**src/rtl/timed_flag_sequencer.sv**
```systemverilog
// Multi-channel ordered flag generator: each channel clears flag_b on start, raises
// flag_a after delay_a cycles, then raises flag_b (with a done pulse) after delay_b more.
module timed_flag_sequencer #(
    parameter int CHANNELS  = 4,
    parameter int CNT_W     = 8,
    parameter bit RETRIGGER = 1'b0
) (
    input  logic                clk,
    input  logic                rst_n,
    input  logic [CHANNELS-1:0] start,
    input  logic [CNT_W-1:0]    delay_a,
    input  logic [CNT_W-1:0]    delay_b,
    output logic [CHANNELS-1:0] flag_a,
    output logic [CHANNELS-1:0] flag_b,
    output logic [CHANNELS-1:0] busy,
    output logic [CHANNELS-1:0] done,
    output logic [CHANNELS-1:0] drop
);

    typedef enum logic [1:0] {
        ST_IDLE    = 2'd0,
        ST_PHASE_A = 2'd1,
        ST_PHASE_B = 2'd2
    } state_t;

    localparam logic [CNT_W-1:0] CNT_ONE  = {{(CNT_W-1){1'b0}}, 1'b1};
    localparam logic [CNT_W-1:0] CNT_ZERO = '0;

    genvar gi;
    generate
        for (gi = 0; gi < CHANNELS; gi++) begin : g_chan
            state_t           state_reg;
            logic [CNT_W-1:0] cnt_reg;
            logic [CNT_W-1:0] dly_b_reg;
            logic             flag_a_reg;
            logic             flag_b_reg;
            logic             busy_reg;
            logic             done_reg;
            logic             drop_reg;
            logic             cnt_expired;
            logic             restart;
            logic             rejected;

            // A delay of 0 behaves like 1: the phase ends on the first edge.
            assign cnt_expired = (cnt_reg <= CNT_ONE);
            assign restart     = start[gi] && ((state_reg == ST_IDLE) || RETRIGGER);
            assign rejected    = start[gi] && (state_reg != ST_IDLE) && !RETRIGGER;

            always_ff @(posedge clk or negedge rst_n) begin
                if (!rst_n) begin
                    state_reg  <= ST_IDLE;
                    cnt_reg    <= CNT_ZERO;
                    dly_b_reg  <= CNT_ZERO;
                    flag_a_reg <= 1'b0;
                    flag_b_reg <= 1'b0;
                    busy_reg   <= 1'b0;
                    done_reg   <= 1'b0;
                    drop_reg   <= 1'b0;
                end else begin
                    done_reg <= 1'b0;
                    drop_reg <= rejected;
                    if (restart) begin
                        // Restart takes priority over a completing edge, so no done then.
                        flag_a_reg <= 1'b0;
                        flag_b_reg <= 1'b0;
                        cnt_reg    <= delay_a;
                        dly_b_reg  <= delay_b;
                        busy_reg   <= 1'b1;
                        state_reg  <= ST_PHASE_A;
                    end else begin
                        case (state_reg)
                            ST_IDLE: begin
                                busy_reg <= 1'b0;
                            end
                            ST_PHASE_A: begin
                                if (cnt_expired) begin
                                    flag_a_reg <= 1'b1;
                                    cnt_reg    <= dly_b_reg;
                                    state_reg  <= ST_PHASE_B;
                                end else begin
                                    cnt_reg <= cnt_reg - CNT_ONE;
                                end
                            end
                            ST_PHASE_B: begin
                                if (cnt_expired) begin
                                    flag_b_reg <= 1'b1;
                                    done_reg   <= 1'b1;
                                    busy_reg   <= 1'b0;
                                    cnt_reg    <= CNT_ZERO;
                                    state_reg  <= ST_IDLE;
                                end else begin
                                    cnt_reg <= cnt_reg - CNT_ONE;
                                end
                            end
                            default: begin
                                busy_reg  <= 1'b0;
                                cnt_reg   <= CNT_ZERO;
                                state_reg <= ST_IDLE;
                            end
                        endcase
                    end
                end
            end

            assign flag_a[gi] = flag_a_reg;
            assign flag_b[gi] = flag_b_reg;
            assign busy[gi]   = busy_reg;
            assign done[gi]   = done_reg;
            assign drop[gi]   = drop_reg;
        end
    endgenerate

endmodule

```
**config.mk**
```make
export PLATFORM = sky130hd
export DESIGN_NAME = timed_flag_sequencer
export DESIGN_NICKNAME = d
export VERILOG_FILES = /design/src/rtl/timed_flag_sequencer.sv
export SDC_FILE = /design/constraint.sdc
export NUM_CORES = 1
export LEC_CHECK = 0
export ABC_AREA = 1
export CAP_MARGIN = 0
export CORE_MARGIN = 5
export CORE_UTILIZATION = 55
export CTS_CLUSTER_SIZE = 40
export DETAILED_ROUTE_END_ITERATION = 6
export PLACE_DENSITY_LB_ADDON = 0.08
export SYNTH_ARGS = -nofsm -noshare
export SYNTH_HDL_FRONTEND = slang
export SYNTH_SLANG_ARGS = --single-unit
```
**constraint.sdc**
```tcl
create_clock -name clk -period 1.7 [get_ports clk]
set_input_delay 0.34 -clock clk [delete_from_list [all_inputs] [get_ports clk]]
set_output_delay 0.34 -clock clk [all_outputs]
set_load 0.03 [all_outputs]
```
==> impl_metrics.json <==
{
  "start_util_pct": 56.43,
  "final_cell_mix": "nand2_1 (196), dfrtp_1 (92), inv_1 (63)",
  "dp_slack_ns": 0.04265,
  "h-tree-depth": 3,
  "critPathMaxFanout": 8,
  "setup_slack_ns": 0.09432,
  "hold_viol": 0,
  "tightest_slew_ns": 0.5360,
  "run_status": "finished, final reports clean",
  "instances_no_fill": 864,
  "crit_slowest_cell": "dfrtp_1",
  "initialDrtViolationCount": 277,
  "maxCapViolations": 0,
  "layout_commonest_cell": "nand2_1",
  "overflow": 0,
  "syn_area_per_cell_um2": 7.693,
  "dpl.hpwl_um": 8998,
  "critPathKind": "flip-flop to flip-flop",
  "layout-drive-gt1-share_pct": 14.42,
  "end_kind": "flip-flop",
  "pin_count": 42,
  "ys_ff_latch": 92,
  "grt_max_degree": 93,
  "finalSetupTns_ns": 0,
  "drc": 0,
  "fill_cells": 834,
  "grt_usage_pct": 22.62,
  "vias": 4513,
  "gp_congestion": 0.8905,
  "startpoint_type": "flip-flop",
  "cts-root-buf": "clkbuf_8",
  "p_leak_nw": 3.082,
  "die-width_um": 107.6,
  "numCtsBuffers": 9,
  "netlist_area_mm2": 0.005239,
  "cts_tree": "done",
  "clk_latency_ns": 0.36,
  "yosys.area.top_type_share_pct": 43.95,
  "clock-sinks": 92,
  "p_per_area_mw_per_mm2": 1603,
  "maxSlewViolCount": 0,
  "rows": 35,
  "post-route-util_pct": 65.43,
  "cts_hold_buf": 0,
  "arrival_ns": 1.90,
  "wl_per_cell_um": 14.62,
  "irDropWorstVdd_uv": 1099,
  "synthCells": 681,
  "grt_pass1_vias": 4345,
  "synth.area.top_cells": "dfrtp_1 (44%), nand2_1 (14%), nand3_1 (5.0%)",
  "cp_data_required_time_ns": 1.99,
  "slew_headroom_pct": 64.13,
  "yosysSeqAreaShare_pct": 43.95,
  "path_clk_slew_ns": 0.09,
  "portBuffers": 41,
  "first_pass_iters": 5,
  "dp_cells": 843,
  "synthDistinctLibCells": 31,
  "yosysTopAreaCell": "dfrtp_1",
  "cp_num_buf_inv": 3,
  "dieArea_mm2": 0.01158,
  "synth_warnings": 0,
  "critPathTopFamily": "simple AND/OR/NAND/NOR gates",
  "antenna_found_initial": 0,
  "cts_buffer_depth": 2,
  "finalSetupViolCount": 0,
  "worstPathCellList": "inv_2, ha_4, inv_1, nand2_1, nand2_2, nor2_8, buf_4, nand3_1, o21ai_1, nand2_1, nand3_1",
  "antennaDiodeCount": 0,
  "min-delay-path-class": "primary input to asynchronous set/reset pin",
  "syn-num-nets": 723,
  "fin_worst_skew_ns": 0.01631,
  "critical_path.max_stage_delay_ns": 0.42,
  "final_nets": 772,
  "syn2layout_area_growth_pct": 15.95,
  "drt-vias-per-instance": 5.223,
  "drt-total-wl_um": 12630,
  "fmax_mhz": 622.8,
  "fin_crit_sh_pct": 94.45,
  "die_h_um": 107.6,
  "core_area_mm2": 0.009284,
  "ant_nets": 0,
  "finalCriticalPeriod_ns": 1.606,
  "grt_first_pass_wirelength_um": 20830
}
## final timing paths
check,slack (ns),endpoint,cells after the start,from
setup / recovery,0.09,g_chan[1].cnt_reg[1],11,g_chan[1].cnt_reg[0]
hold / removal,0.02,g_chan[3].dly_b_reg[2],2,rst_n
setup reg to reg,0.09,g_chan[1].cnt_reg[1],11,g_chan[1].cnt_reg[0]
hold reg to reg,0.49,g_chan[3].flag_b_reg,1,g_chan[3].flag_b_reg
max in group asynchronous,1.31,g_chan[0].done_reg,2,rst_n
min in group clk,0.49,g_chan[3].flag_b_reg,1,g_chan[3].flag_b_reg
## power breakdown
| group | switching, W | leakage [nW] | internal, W |
|---|---|---|---|
| Sequential | 0.000533 | 1.17 | 0.00287 |
| Clock | 0.000796 | 0.0917 | 0.000613 |
| Combinational | 0.00314 | 1.82 | 0.00178 |
## per-layer routing
metal	part of all wire (%)	GRT usage [%]	up-vias	routed length, µm
met2	48	37.08	86	6092
met3	3.3	2.460	19	420
met1	47	31.84	2146	5892
met4	1.8	6.492	0	226
met5	0	0	-	0
li1	-	-	2262	-
## cell type report
type	instances	area, µm²	area share [%]
multi-input cells	475	2509	41.30
flip-flops and latches	92	2302	37.90
repair buffers	67	598.1	9.846
inverters	85	319.1	5.252
well taps	129	161.4	2.657
clock buffers	11	151.4	2.492
clock inverters	5	33.78	0.5561
## synth_stat cells
master    count
nand2_1     197
dfrtp_1      92
inv_1        69
nor2_1       59
nand3_1      52
o21ai_0      39
o21ai_1      34
buf_4        20
ha_1         20
inv_2        14
a21oi_1      12
nor2_2       11
clkbuf_1      7
o211ai_1      7
nand4_1       6
nor2_4        6
xor2_1        6
o22ai_1       5
buf_2         4
nor2_8        3
a21o_1        2
a21oi_2       2
clkinv_1      2
nand2_2       2
nand2_4       2
o21ai_2       2
xnor2_1       2
a22oi_2       1
nand4_2       1
nand4_4       1
nor3_1        1
## metrics by stage
step                      hold slack [ns]  total power (W)  area [µm²]
after floorplan                   0.04441         0.006983        5239
after global placement             0.4245         0.008035        5797
after detailed placement           0.4286         0.008137        5797
after CTS                         0.03400         0.009506        5964
after global routing              0.05845          0.01056        6075
final                             0.01904         0.009737        6075
## logic make-up (layout without fill, tap and decap cells)
group | after synthesis | after routing | synth area share [%]
AO/OA/AOI/OAI | 104 | 104 | 10.91
XOR/XNOR | 8 | 8 | 1.338
adder cells (fa/ha/maj) | 20 | 20 | 4.777
buffers and inverters | 116 | 168 | 9.840
flip-flops | 92 | 92 | 43.95
AND/OR/NAND/NOR | 341 | 343 | 29.19
## what timing repair did
action                                  in CTS  in global routing
resized for setup                           19                 23
pin swaps                                    1                  6
endpoints found under the setup margin      20                 34
buffers inserted                             0                  3
cloned                                       1                  1
No activity file was read; power rests on OpenSTA's default activity.
